--- src/rtl/piso_ctrl_pkg.sv ---
// Shared definitions for the PISO chain scan controller: state encoding and counter sizing.
package piso_ctrl_pkg;

  localparam int unsigned STATE_W = 3;

  localparam logic [STATE_W-1:0] IDLE     = 3'd0;
  localparam logic [STATE_W-1:0] LOAD     = 3'd1;
  localparam logic [STATE_W-1:0] SHIFT_LO = 3'd2;
  localparam logic [STATE_W-1:0] SHIFT_HI = 3'd3;
  localparam logic [STATE_W-1:0] DONE     = 3'd4;

  // Width needed to hold the larger of two phase lengths without wrapping.
  function automatic int unsigned cnt_width(input int unsigned a, input int unsigned b);
    int unsigned m;
    m = (a > b) ? a : b;
    return $clog2(m + 1);
  endfunction

endpackage

--- src/rtl/piso_tick_gen.sv ---
// Reloadable down-counter; phase_end_c marks the last cycle of an N-cycle phase.
module piso_tick_gen #(
  parameter int unsigned CNT_W = 3
) (
  input  logic             clk,
  input  logic             rst,
  input  logic             load,
  input  logic [CNT_W-1:0] load_val,
  output logic             phase_end_c
);

  logic [CNT_W-1:0] cnt;

  // Loaded with N on phase entry, so the phase's final cycle sees cnt == 1.
  always_ff @(posedge clk or posedge rst) begin
    if (rst) begin
      cnt <= '0;
    end else if (load) begin
      cnt <= load_val;
    end else if (cnt != '0) begin
      cnt <= cnt - CNT_W'(1);
    end
  end

  assign phase_end_c = (cnt == CNT_W'(1));

endmodule

--- src/rtl/piso_scan_ctrl.sv ---
// Sequencer for a 165-style PISO chain: loads, clocks out CHAIN_WIDTH bits LSB first,
// and presents the assembled word on a valid/ready handshake.
module piso_scan_ctrl
  import piso_ctrl_pkg::*;
#(
  parameter int unsigned CHAIN_WIDTH = 8,
  parameter int unsigned DIV         = 4,
  parameter int unsigned LOAD_CYCLES = 2
) (
  input  logic                   clk,
  input  logic                   rst,
  input  logic                   start,
  input  logic                   cont,
  input  logic                   q,
  output logic                   shld,
  output logic                   sclk,
  output logic                   busy,
  output logic [CHAIN_WIDTH-1:0] data,
  output logic                   valid,
  input  logic                   ready
);

  localparam int unsigned BIT_W = $clog2(CHAIN_WIDTH + 1);
  localparam int unsigned CNT_W = cnt_width(DIV, LOAD_CYCLES);

  logic [STATE_W-1:0]     state, state_nxt;
  logic [BIT_W-1:0]       bit_cnt, bit_cnt_nxt;
  logic [CHAIN_WIDTH-1:0] cap, cap_nxt, data_nxt;
  logic                   shld_nxt, sclk_nxt, busy_nxt, valid_nxt;
  logic                   tick_load_c, phase_end_c;
  logic [CNT_W-1:0]       tick_val_c;

  piso_tick_gen #(.CNT_W(CNT_W)) u_tick (
    .clk         (clk),
    .rst         (rst),
    .load        (tick_load_c),
    .load_val    (tick_val_c),
    .phase_end_c (phase_end_c)
  );

  always_ff @(posedge clk or posedge rst) begin
    if (rst) begin
      state   <= IDLE;
      bit_cnt <= '0;
      cap     <= '0;
      data    <= '0;
      shld    <= 1'b1;
      sclk    <= 1'b0;
      busy    <= 1'b0;
      valid   <= 1'b0;
    end else begin
      state   <= state_nxt;
      bit_cnt <= bit_cnt_nxt;
      cap     <= cap_nxt;
      data    <= data_nxt;
      shld    <= shld_nxt;
      sclk    <= sclk_nxt;
      busy    <= busy_nxt;
      valid   <= valid_nxt;
    end
  end

  always_comb begin
    state_nxt   = state;
    bit_cnt_nxt = bit_cnt;
    cap_nxt     = cap;
    data_nxt    = data;
    unique case (state)
      IDLE: begin
        if (start || cont) begin
          state_nxt   = LOAD;
          bit_cnt_nxt = '0;
          cap_nxt     = '0;
        end
      end
      LOAD: begin
        if (phase_end_c) state_nxt = SHIFT_LO;
      end
      SHIFT_LO: begin
        // Sample just before the rising sclk edge that advances the chain.
        if (phase_end_c) begin
          cap_nxt   = cap | (CHAIN_WIDTH'(q) << bit_cnt);
          state_nxt = SHIFT_HI;
        end
      end
      SHIFT_HI: begin
        if (phase_end_c) begin
          bit_cnt_nxt = bit_cnt + BIT_W'(1);
          if (bit_cnt_nxt == BIT_W'(CHAIN_WIDTH)) begin
            state_nxt = DONE;
            data_nxt  = cap;
          end else begin
            state_nxt = SHIFT_LO;
          end
        end
      end
      DONE: begin
        if (valid && ready) begin
          if (cont) begin
            state_nxt   = LOAD;
            bit_cnt_nxt = '0;
            cap_nxt     = '0;
          end else begin
            state_nxt = IDLE;
          end
        end
      end
      default: state_nxt = IDLE;
    endcase

    // Outputs are decoded from the next state and registered, so they never glitch.
    shld_nxt    = (state_nxt != LOAD);
    sclk_nxt    = (state_nxt == SHIFT_HI);
    busy_nxt    = (state_nxt != IDLE);
    valid_nxt   = (state_nxt == DONE);
    tick_load_c = (state_nxt != state);
    tick_val_c  = (state_nxt == LOAD) ? CNT_W'(LOAD_CYCLES) : CNT_W'(DIV);
  end

endmodule
--- config.mk ---
export PLATFORM = sky130hd
export DESIGN_NAME = piso_scan_ctrl
export DESIGN_NICKNAME = d
export VERILOG_FILES = /design/src/rtl/piso_ctrl_pkg.sv /design/src/rtl/piso_tick_gen.sv /design/src/rtl/piso_scan_ctrl.sv
export SDC_FILE = /design/constraint.sdc
export NUM_CORES = 1
export LEC_CHECK = 0
export ABC_AREA = 1
export BUFFER_PORTS_ARGS = -buffer_cell sky130_fd_sc_hd__buf_2
export CAP_MARGIN = 20
export CORE_ASPECT_RATIO = 1.4
export CORE_MARGIN = 2
export CORE_UTILIZATION = 57
export DETAILED_ROUTE_END_ITERATION = 8
export MAX_ROUTING_LAYER = met4
export PLACE_DENSITY = 0.78
export SETUP_SLACK_MARGIN = 0.15
export SLEW_MARGIN = 10
export SYNTH_ARGS = -nofsm -noshare
export SYNTH_HDL_FRONTEND = slang
export SYNTH_HIERARCHICAL = 1
export SYNTH_SLANG_ARGS = --single-unit
--- constraint.sdc ---
create_clock -name clk -period 2.4 [get_ports clk]
set_clock_uncertainty 0.2 [all_clocks]
set_input_delay 0.24 -clock clk [delete_from_list [all_inputs] [get_ports clk]]
set_output_delay 0.24 -clock clk [all_outputs]
set_load 0.01 [all_outputs]
Word level (Yosys, flattened, before mapping)
Cells that the tools add are included.
- RAM bits: 0
- input bits: 6
- output and inout bits: 12
- logic and storage cells: 61
- register bits: 30
- bits in latches: 0
- bits in read-only memories: 0
- memories: 0
- reduce and logical (&&, ||, !) cells: 11
- eq/ne operators: 16
- bitwise operators: 1
- $lt $le $gt $ge: 0
- multipliers: 0
- div/mod/pow operators: 0
- multiplexer cells: 21
- shift-type cells: 1
- add/sub/neg operators: 2
- operator list (cell ; count):
    $mux W8 ; 4
    $mux W3 ; 9
    $pmux W8 S3 ; 1
    $mux W4 ; 4
    $pmux W3 S5 ; 1
    $pmux W4 S3 ; 1
    $reduce_bool A3 Y1 ; 4
    $ne A2 B2 Y1 const B ; 5
    $reduce_and A5 Y1 ; 2
    $eq A3 B1 Y1 const B ; 3
    $eq A3 B2 Y1 const B ; 3
    $or A8 B8 Y8 ; 1
    $shl A1 B4 Y8 ; 1
    $eq A3 B3 Y1 const B ; 2
    $add A4 B1 Y4 const B ; 1
    $eq A4 B4 Y1 const B ; 1
    $logic_not A3 Y1 ; 1
    $ne A3 B1 Y1 const B ; 1
    $ne A3 B3 Y1 ; 1
    $reduce_and A3 Y1 ; 1
    $sub A3 B1 Y3 const B ; 1
    $reduce_bool A2 Y1 ; 1
    $logic_and A1 B1 Y1 ; 1
    $logic_or A1 B1 Y1 ; 1
    $mux W1 ; 1

Logic depth before layout (Yosys ltp)
- depth after elaboration: 8
- mapped depth: 16
- gate-level depth less buffers: 16

Cells and area by module
The synthesis kept the hierarchy.
- modules (own cells, without submodules) (module ; cells each ; times used ; area each (um2) ; sequential area each (um2)):
    piso_scan_ctrl ; 181 ; 1 ; 1425.1 ; 676.9
    piso_tick_gen ; 33 ; 1 ; 221.5 ; 75.1

Least setup slack after synthesis
Ideal clock, no wire load.
- path type: register to register
- start point: register u_tick.cnt[1]
- end point: register u_tick.cnt[1]
- period minus slack after synthesis: 2.037 ns
- path buffers: 1
- data required time: 2.084 ns
- cell stages (with the launch flop): 15
- path slack: 0.363 ns
- arrival time: 1.721 ns
- library setup time: 0.116 ns
- path through: dfrtp_1 inv_1 ha_1 inv_1 nor2_1 inv_1 nor2_1 nand2_1 nand2_1 nand3_2 buf_6 nand3_1 o21ai_0 nand2_1 nand2_1
- elaborated cells on any way between the ends: 13
- classes of those cells: 1 x add/sub; 3 x eq/ne; 7 x mux; 2 x reduce/logical
- RTL lines (what ; RTL line ; RTL):
    start: declaration ; piso_tick_gen.sv:12 ; logic [CNT_W-1:0] cnt;
    start signal: assignment ; piso_tick_gen.sv:19 ; cnt <= load_val;
    start signal: assignment ; piso_tick_gen.sv:21 ; cnt <= cnt - CNT_W'(1);
    $eq A3 B1 Y1 (*) ; piso_tick_gen.sv:25 ; assign phase_end_c = (cnt == CNT_W'(1));
    via phase_end_c ; piso_scan_ctrl.sv:30 ; logic tick_load_c, phase_end_c;
    $mux W3, on equally long branches ; piso_scan_ctrl.sv:87, piso_scan_ctrl.sv:77, piso_scan_ctrl.sv:81 ;
    $pmux W3 S5 (*) ; piso_scan_ctrl.sv:68 ; unique case (state)
    $ne A3 B3 Y1 (*) ; piso_scan_ctrl.sv:116 ; tick_load_c = (state_nxt != state);
    via tick_load_c ; piso_scan_ctrl.sv:30 ;
    $mux W3 / $reduce_bool A2 Y1 (equally long branches) ; -- ;
Mark *: on every way through the listed nets, which the timed path passes. The rest lies on a longest branch. The select of a mux whose other input is x is not followed.
A chain may end at the register's enable or synchronous reset.

Worst setup path in the final report
- start point: register u_tick.cnt[1]
- end point: register u_tick.cnt[0]
The elaborated chain is that of the path after synthesis.

==> impl_metrics.py <==
metrics = {
    "power_and_ir_drop": {
        "vdd_drop_max_v": 0.000767,
        "power_uw": 1970,
        "p_per_area_nw_per_um2": 1030,
        "p_leak_uw": 0.00105,
    },
    "logic_synthesis": {
        "synth.avg_cell_area_um2": 7.69,
        "synthCells": 214,
        "syn_area_um2": 1650,
        "synth_flop_cell": "dfrtp_1",
        "synth.top_cells.by_area": "dfrtp_1, nand2_1, inv_1, nand3_1, o21ai_0",
        "ys_seq_area_frac": 0.457,
        "ys_seq_elements": 30,
        "ys_warn_count": 6,
        "async_reset_ff_frac": 1.00,
        "synth_cell_type_count": 25,
        "synth_edf_count": 0,
        "synth_top_area_share": 0.441,
        "syn_nets": 224,
        "synth_area_leader_cell": "dfrtp_1",
    },
    "timing": {
        "fin_crit_sh": 0.833,
        "clock.fmax_mhz": 500,
        "setup_viol": 0,
        "period_minus_slack_ns": 2.00,
        "slew_violations": 0,
        "hold_violations": 0,
        "grt_setup_unrepaired": "no",
        "fin_tns_setup_ns": 0,
    },
    "placed_design": {
        "io_buffers": 17,
        "gp_congestion": 0.960,
        "place_hpwl_mm": 2.29,
    },
    "min_path": {
        "whs_path_depth": 4,
        "min_from": "ready",
        "hold_class": "in -> reg",
        "min_to": "valid",
    },
    "floorplanning": {
        "core_region_area_um2": 2820,
        "std_cell_rows": 23,
        "initial_core_util": 0.584,
        "dieArea_um2": 3340,
        "die_x_um": 49.4,
        "die_h_um": 67.6,
        "ioPinCount": 18,
    },
    "setup_path": {
        "worstPathMaxFanout": 8,
        "worstPathCellList": "inv_1 -> ha_1 -> inv_1 -> nor2_1 -> inv_2 -> nor2_2 -> nand2_1 -> nand2_1 -> inv_1 -> nand3_1 -> nand3_2 -> nand3b_1 -> nand2_1 -> nand2_1",
        "r2r-end": "u_tick/cnt[0]",
        "cp_slowest_cell": "dfrtp_1",
        "arrival_ns": 1.98,
        "cp-end-kind": "flip-flop",
        "reg2reg_depth": 14,
        "path_class": "reg -> reg",
        "path_common_cell": "nand2_1",
        "r2r_slack_ns": 0.40,
        "crit_path_max_incr_delay_ns": 0.37,
        "crit_required_ns": 2.38,
        "reg2reg_from": "u_tick/cnt[1]",
        "critPathTopFamily": "simple AND/OR/NAND/NOR gates",
        "start_kind": "flip-flop",
        "worst-path-buf-inv": 4,
    },
    "routing": {
        "drt-initial-drc-count": 46,
        "drt.antenna.violating_nets": 0,
        "routed_wl_mm": 3.14,
        "route.detailed.drc": 0,
        "post_drt_wl_per_cell_um": 11.3,
        "vias": 1379,
        "viasPerCell": 4.96,
        "detail_route.first_pass.iterations": 4,
    },
    "layout": {
        "nets": 250,
        "diodes": 0,
        "syn2layout_area_growth_pct": 15.7,
        "nFillCells": 277,
        "layout-drive-gt1-share": 0.224,
    },
    "run_status": {
        "status": "finished, final reports clean",
    },
    "global_routing": {
        "grt_first_pass_wirelength_mm": 5.17,
        "grt_pass1_vias": 1219,
        "antenna_found_initial": 0,
        "grt.total_usage": 0.223,
        "grt_max_degree": 28,
        "grt-ovfl-total": 0,
    },
    "cts": {
        "cts_max_path_buffers": 2,
        "cts-htree-levels": 2,
        "cts_made_buffers": 5,
        "cts_tree": "built",
        "worstSkewPairLatency_ns": 0.29,
        "clk_pin_slew_worst_paths_ns": 0.07,
        "clock_tree.root_cell": "clkbuf_8",
        "cts_num_sinks": 30,
    },
    "run": {
        "cap_violations": 0,
    },
}
## registers in the layout, indices dropped and copies added (netlist names)
signal and cells:
bit_cnt 4, busy 1, cap 8, data 8
sclk 1, shld 1, state 3, u_tick/cnt 3
valid 1
## worst min-delay path, stage by stage
cell and delay [ns]:
buf_2 0.08, nand2_1 0.06, nand2_1 0.08, nand2_1 0.05
## cell usage after synthesis (3+ instances only)
cell,instances
nand2_2,4
ha_1,4
nor2_4,3
nand3_2,3
inv_2,3
nor2_1,15
nand2_1,75
dfrtp_1,29
o21ai_2,5
o21ai_1,4
inv_1,27
nand3_1,13
o21ai_0,12
## placed cells by master (no fill, tap or decap), drive strengths merged
| cell | instances |
|---|---|
| a21oi | 2 |
| buf | 21 |
| bufinv | 1 |
| clkbuf | 5 |
| clkinv | 2 |
| conb | 1 |
| dfrtp | 29 |
| dfstp | 1 |
| dlygate4sd3 | 1 |
| ha | 4 |
| inv | 30 |
| nand2 | 80 |
| nand3 | 16 |
| nand3b | 2 |
| nand4 | 2 |
| nor2 | 20 |
| nor3 | 1 |
| o21ai | 21 |
| o31ai | 1 |
| xor2 | 1 |
## per-stage QoR
stage / hold slack (ns) / setup WS (ns) / instance area, um^2 / std cells / utilization
global route: 0.0697 / 0.160 / 1900 / 278 / 0.675
CTS: 0.0525 / 0.288 / 1880 / 276 / 0.667
detailed placement: -0.0779 / 0.302 / 1760 / 267 / 0.625
global placement: -0.0818 / 0.356 / 1760 / 267 / 0.625
floorplan: -0.206 / 0.363 / 1650 / 214 / -
finish: 0.0505 / 0.401 / 1900 / 278 / 0.675
## routing by layer
layer | share of wire | track usage
met5 | 0 | -
met4 | 0.022 | 0.142
met3 | 0.038 | 0.0664
met2 | 0.55 | 0.382
met1 | 0.39 | 0.224
## area by class of cell
cell class | instances | area, um^2 | area share
clock buffer | 5 | 68.8 | 0.0361
clock inverter | 3 | 40.0 | 0.0210
inverter | 30 | 113 | 0.0591
multi-input combinational | 151 | 759 | 0.399
sequential | 30 | 752 | 0.395
tap | 37 | 46.3 | 0.0243
timing repair buffer | 22 | 125 | 0.0657
## worst max-delay path by stage
stage,from,end,slack [ns],cells after the start
4_1_cts,u_tick/cnt[1],u_tick/cnt[0],0.29,14
2_1_floorplan,u_tick/cnt[1],u_tick/cnt[1],0.36,14
5_1_grt,u_tick/cnt[1],u_tick/cnt[1],0.16,16
6_report,u_tick/cnt[1],u_tick/cnt[0],0.40,14
3_5_place_dp,u_tick/cnt[1],u_tick/cnt[0],0.30,14
3_3_place_gp,u_tick/cnt[1],u_tick/cnt[0],0.36,14
## power by group
| part | total, uW | switching [uW] | internal, uW |
|---|---|---|---|
| Clock | 498 | 194 | 305 |
| Sequential | 699 | 91.7 | 608 |
| Combinational | 768 | 507 | 260 |
## cell families after synthesis
family,Yosys count,synth area share
DFF,30,0.457
xor gates and xnor gates,1,0.00532
other,1,0.00228
AOI/OAI and AO/OA,24,0.0859
adders and majority gates,4,0.0304
buffers and inverters,33,0.0866
and+or+nand+nor,121,0.333
## repair_timing
action                                  in CTS  in global routing
hold buffers                                 1                  0
endpoints found under the setup margin       0                  2
gates resized for setup                      0                  3
buffers inserted                             0                  2
hold endpoints to repair                    29                  0
Note: power is estimated with default switching activity, not from simulation.
